--- config.mk ---
export PLATFORM = sky130hd
export DESIGN_NAME = otter_pc_sequencer
export DESIGN_NICKNAME = d
export VERILOG_FILES = /design/src/rtl/otter_pc_sequencer.sv
export SDC_FILE = /design/constraint.sdc
export NUM_CORES = 1
export LEC_CHECK = 0
export CAP_MARGIN = 20
export CORE_MARGIN = 2
export CORE_UTILIZATION = 34
export CTS_CLUSTER_SIZE = 10
export DETAILED_ROUTE_END_ITERATION = 12
export GPL_TIMING_DRIVEN = 1
export MAX_ROUTING_LAYER = met4
export PLACE_DENSITY_LB_ADDON = 0.05
export RECOVER_POWER = 100
export SLEW_MARGIN = 20
export SYNTH_ARGS = -nofsm -noshare
export SYNTH_HDL_FRONTEND = slang
export SYNTH_SLANG_ARGS = --single-unit
--- constraint.sdc ---
create_clock -name CLK -period 1.49 [get_ports CLK]
set_input_delay 0.447 -clock CLK [delete_from_list [all_inputs] [get_ports CLK]]
set_output_delay 0.447 -clock CLK [all_outputs]
set_load 0.05 [all_outputs]
--- src/rtl/otter_pc_sequencer.sv ---
// OTTER multicycle PC/control sequencer: INIT/FETCH/EXEC/WB/INTR.
// Drives pc_sel/pc_write, memory and regfile strobes, and trap pulses.
//
// Ports:
//   CLK, RST       clock, async active-high reset
//   is_load..      decoded instruction class flags
//   br_taken       branch condition (EXEC)
//   rf_we_dec      decoder register-write request
//   mem_we_dec     decoder store request
//   intr, mie      interrupt request and enable
//   pc_sel         next-PC select code
//   pc_write       PC load enable
//   mem_rden1/2    imem / dmem read enables
//   mem_we2        dmem write enable
//   reg_write      regfile write enable
//   int_taken      interrupt-entry pulse
//   mret_exec      MRET pulse
//   state_dbg      current state encoding
module otter_pc_sequencer #(
  parameter int unsigned INIT_CYCLES = 1
) (
  input  logic       CLK,
  input  logic       RST,
  input  logic       is_load,
  input  logic       is_jal,
  input  logic       is_jalr,
  input  logic       is_branch,
  input  logic       br_taken,
  input  logic       is_mret,
  input  logic       rf_we_dec,
  input  logic       mem_we_dec,
  input  logic       intr,
  input  logic       mie,
  output logic [2:0] pc_sel,
  output logic       pc_write,
  output logic       mem_rden1,
  output logic       mem_rden2,
  output logic       mem_we2,
  output logic       reg_write,
  output logic       int_taken,
  output logic       mret_exec,
  output logic [2:0] state_dbg
);

  localparam logic [2:0] ST_INIT  = 3'd0;
  localparam logic [2:0] ST_FETCH = 3'd1;
  localparam logic [2:0] ST_EXEC  = 3'd2;
  localparam logic [2:0] ST_WB    = 3'd3;
  localparam logic [2:0] ST_INTR  = 3'd4;

  localparam logic [2:0] SEL_PC4  = 3'b000;
  localparam logic [2:0] SEL_JALR = 3'b001;
  localparam logic [2:0] SEL_BR   = 3'b010;
  localparam logic [2:0] SEL_JAL  = 3'b011;
  localparam logic [2:0] SEL_MTVEC = 3'b100;
  localparam logic [2:0] SEL_MEPC = 3'b101;

  localparam logic [3:0] INIT_LAST = 4'(INIT_CYCLES - 1);

  logic [2:0] state_q, state_d;
  logic [3:0] cnt_q, cnt_d;
  logic       pend_q, pend_d;

  logic       irq_go;
  logic [2:0] jump_sel;

  // Trap request seen at an instruction boundary.
  assign irq_go = (pend_q | intr) & mie;

  // Non-load control-transfer select, MRET first.
  always_comb begin
    jump_sel = SEL_PC4;
    if (is_mret)
      jump_sel = SEL_MEPC;
    else if (is_jal)
      jump_sel = SEL_JAL;
    else if (is_jalr)
      jump_sel = SEL_JALR;
    else if (is_branch && br_taken)
      jump_sel = SEL_BR;
  end

  // Pending latch: a new request wins over the clear when leaving INTR,
  // and mie has no effect on holding it.
  always_comb begin
    pend_d = pend_q;
    if (state_q == ST_INTR)
      pend_d = 1'b0;
    if (intr)
      pend_d = 1'b1;
  end

  always_comb begin
    state_d   = ST_INIT;
    cnt_d     = cnt_q;
    pc_sel    = SEL_PC4;
    pc_write  = 1'b0;
    mem_rden1 = 1'b0;
    mem_rden2 = 1'b0;
    mem_we2   = 1'b0;
    reg_write = 1'b0;
    int_taken = 1'b0;
    mret_exec = 1'b0;
    case (state_q)
      ST_INIT: begin
        if (cnt_q == INIT_LAST) begin
          state_d = ST_FETCH;
        end else begin
          state_d = ST_INIT;
          cnt_d   = cnt_q + 4'd1;
        end
      end
      ST_FETCH: begin
        mem_rden1 = 1'b1;
        state_d   = ST_EXEC;
      end
      ST_EXEC: begin
        if (is_load) begin
          mem_rden2 = 1'b1;
          state_d   = ST_WB;
        end else begin
          pc_write  = 1'b1;
          reg_write = rf_we_dec;
          mem_we2   = mem_we_dec;
          pc_sel    = jump_sel;
          mret_exec = is_mret;
          // MRET returns to the interrupted stream for one instruction.
          if (irq_go && !is_mret)
            state_d = ST_INTR;
          else
            state_d = ST_FETCH;
        end
      end
      ST_WB: begin
        reg_write = 1'b1;
        pc_write  = 1'b1;
        state_d   = irq_go ? ST_INTR : ST_FETCH;
      end
      ST_INTR: begin
        pc_write  = 1'b1;
        pc_sel    = SEL_MTVEC;
        int_taken = 1'b1;
        state_d   = ST_FETCH;
      end
      default: begin
        state_d = ST_INIT;
      end
    endcase
  end

  always_ff @(posedge CLK or posedge RST) begin
    if (RST) begin
      state_q <= ST_INIT;
      cnt_q   <= 4'd0;
      pend_q  <= 1'b0;
    end else begin
      state_q <= state_d;
      cnt_q   <= cnt_d;
      pend_q  <= pend_d;
    end
  end

  assign state_dbg = state_q;

endmodule

==> out/results.md <==
| Item | Value |
|---|---|
| Count of final setup violators | 16 |
| Total clock buffers created by CTS | 3 |
| Sum of routed wire segments on met1 | 578 um |
| Filler Cells Inserted | 92 |
| Number of nets with antenna violations after routing | 0 |
| Clock slew at reported path FFs | 0.06 ns |
| Required time of the critical path | 1.04 ns |
| Met3 layer wire length in the routed design | 56 um |
| Net count after synthesis | 67 |
| Die extent in x | 43.0 um |
| Type of the worst setup path | reg -> out |
| Root Buffer | sky130_fd_sc_hd__clkbuf_4 |
| Yosys warning count | 0 |
| Drc violations | 0 |
| Setup slack after layout | -0.530 ns |
| Post-cts hold buffer count | 0 |
| Count of different cell masters after synthesis | 25 |
| Startpoint of the most critical register-to-register path | state_dbg[2] |
| Largest net degree at the start of global routing | 9 |
| Source of the worst hold timing path | pend_q |
| Vertical die dimension | 43.0 um |
| Layout-stage area growth over the synthesis result | 132% |
| Critical path capture point type | output port |
| Clock latency of the later-clocked register in the worst-skew pair | 0.25 ns |
| Count of routing violations after the opening detailed-route iteration | 2 |
| Num rows | 14 |
| H-tree depth | 1 |
| Max-capacitance violation count | 0 |
| Post-layout net count | 115 |
| First-pass GRT wire length | 2440 um |
| Worst setup SP type | register |
| Worst-case headroom to the max-slew limit | 77.3% |
| Most used flip-flop cell after synthesis | sky130_fd_sc_hd__dfrtp_1 |
| Fmax | 0.495 GHz |
| Sequential fraction of the synthesis area | 38.6% |
| Leakage dissipation | 0.518 nW |
| Minimum clock period | 2.02 ns |
| Worst hold slack across all endpoints | 0.482 ns |
| Antenna violations before repair | 0 |
| Highest metal used | met4 |
| Routed length per placed instance | 12.9 um |
| Total number of vias | 558 |
| Setup repair after global routing missed its margin | true |
| Transition time of the tightest slew-check pin | 0.338 ns |
| Power per cell area | 1770 nW/um^2 |
| Initial cell density of the core | 35.2% |
| Async S/R FF share, synth | 100% |
| Die Area | 1850 um^2 |
| Port Buffer Count | 24 |
| Post-detailed-route via-to-cell ratio | 4.81 |
| CTS tree | done |
| Largest fanout on the critical path | 4 |
| Final setup skew | 0.00295 ns |
| Congestion Overflow GR | 0 |
| DRT Pass-1 Iters | 3 |
| Worst ir drop on vdd | 976 uV |
| Via count of the first global-routing pass | 569 |
| Number of pins with negative max-slew slack in the final report | 0 |
| Last weighted congestion value of the routability-driven placer | 0.773 |
| Register bit count reported by yosys | 8 |
| EDFF count, synth | 0 |
| Share of post-route cells with drive strength above 1 | 59.0% |
| Post-detailed-placement half-perimeter wirelength | 1150 um |
| Number of buffers between clock root and the deepest sink | 2 |
| Total routing resource utilization after global routing | 18.1% |
| Area of all sequential standard cells | 206 um^2 |
| Failing checks | setup timing |
| Syn Inst Count | 53 |
| Status | finished, violations left |
| Launch point of the worst path | state_dbg[2] |
| Floorplan Core Area | 1470 um^2 |
| Total length of routed wires | 1490 um |
| Synthesized area | 518 um^2 |
| Area of the multi-input gates | 378 um^2 |
| Met2 layer wire length in the routed design | 839 um |
| Final core area utilization | 81.7% |
| Hold violation count in the final report | 0 |
| Number of inserted diodes | 0 |
| I/O pin total | 25 |
| Clk sinks | 8 |
| Class of the most critical hold timing path | reg -> reg |
| Share of the cycle needed by the critical path after routing | 136% |
| Post-placement worst setup slack | -0.753 ns |
| Avg Cell Area, Syn | 9.77 um^2 |
| Worst path arrival time | 1.57 ns |
Yosys cell counts (2+ instances only):
master	instances	area, um^2
sky130_fd_sc_hd__dfrtp_1	8	200
sky130_fd_sc_hd__inv_1	8	30.0
sky130_fd_sc_hd__nand2_1	4	15.0
sky130_fd_sc_hd__nor2_1	4	15.0
sky130_fd_sc_hd__nor3b_1	3	22.5
sky130_fd_sc_hd__o21ai_0	3	15.0
sky130_fd_sc_hd__a21oi_1	2	10.0
sky130_fd_sc_hd__ha_1	2	25.0
sky130_fd_sc_hd__nor2b_1	2	12.5
sky130_fd_sc_hd__xnor2_1	2	17.5
power breakdown:
group	leakage [nW]	switching (mW)	internal, mW
clock network	0.0150	0.0781	0.103
registers	0.0985	0.0492	0.265
logic	0.404	0.830	0.807
routing by layer:
layer	global-route usage, %	up-vias
li1	-	276
met1	20.2	261
met2	32.7	17
met3	2.98	4
met4	5.45	0
met5	-	-
cell usage in the layout (no fill, tap or decap), types with 2 or more instances in the layout:
master,count
sky130_fd_sc_hd__xnor2_1,2
sky130_fd_sc_hd__clkbuf_1,2
sky130_fd_sc_hd__ha_1,2
sky130_fd_sc_hd__dfrtp_1,5
sky130_fd_sc_hd__buf_12,14
sky130_fd_sc_hd__nor3b_4,2
sky130_fd_sc_hd__inv_1,6
sky130_fd_sc_hd__clkinvlp_4,2
sky130_fd_sc_hd__o21ai_0,2
sky130_fd_sc_hd__clkdlybuf4s50_1,8
sky130_fd_sc_hd__nor2_1,2
sky130_fd_sc_hd__nor2b_1,2
sky130_fd_sc_hd__dlygate4sd2_1,2
sky130_fd_sc_hd__a21oi_1,2
sky130_fd_sc_hd__buf_6,2
sky130_fd_sc_hd__dfrtp_2,2
sky130_fd_sc_hd__buf_4,15
sky130_fd_sc_hd__nor2_4,2
sky130_fd_sc_hd__nor3_4,2
sky130_fd_sc_hd__clkbuf_4,4
kinds of logic (layout without fill, tap and decap cells):
kind of cell,after synthesis,count (layout),share of synthesized area [%]
xor gates and xnor gates,2,2,3.38
DFF,8,8,38.6
adders and majority gates,2,2,4.83
and+or+nand+nor,20,20,26.8
muxes,3,3,7.00
buffers and inverters,9,56,7.97
AOI/OAI and AO/OA,9,9,11.4
worst paths after layout:
check	cells after the start	endpoint	slack [ns]
setup / recovery	3	pc_sel[1]	-0.53
hold / removal	1	pend_q	0.48
setup reg to reg	6	cnt_q[1]	-0.14
hold reg to reg	1	pend_q	0.48
max in group asynchronous	2	state_dbg[2]	0.64
min in group asynchronous	2	state_dbg[2]	0.59
sequential cells by signal, summed over array words and instances, names as in the netlist:
| name | cells |
|---|---|
| cnt_q | 4 |
| state_dbg | 3 |
| pend_q | 1 |
timing repair:
| item | CTS | global route |
|---|---|---|
| endpoints found under the setup margin | 14 | 14 |
| resized for setup | 10 | 4 |
| setup buffers | 1 | 4 |
| gates cloned | 0 | 0 |
| pin swaps | 3 | 2 |
through the flow:
step	TNS, ns	total power, mW	area, um^2	cells
after floorplan	-2.37	1.08	598	53
after global placement	-5.55	1.79	1090	107
after detailed placement	-6.08	1.81	1090	107
after CTS	-4.29	2.08	1160	112
after global routing	-6.10	2.22	1200	116
final	-5.26	2.13	1200	116
worst max-delay path, stage by stage, from the launching register on:
cell and delay (ns):
sky130_fd_sc_hd__dfrtp_4 0.49, sky130_fd_sc_hd__nor4b_4 0.38, sky130_fd_sc_hd__nor3b_4 0.29, sky130_fd_sc_hd__buf_12 0.16
cell type report:
class	count	area share (%)
inverters	8	3.12
clock buffers	4	2.19
well taps	16	1.66
multi-input cells	36	31.4
flip-flops and latches	8	17.2
repair buffers	44	44.4
Note: power is estimated with default switching activity, not from simulation.
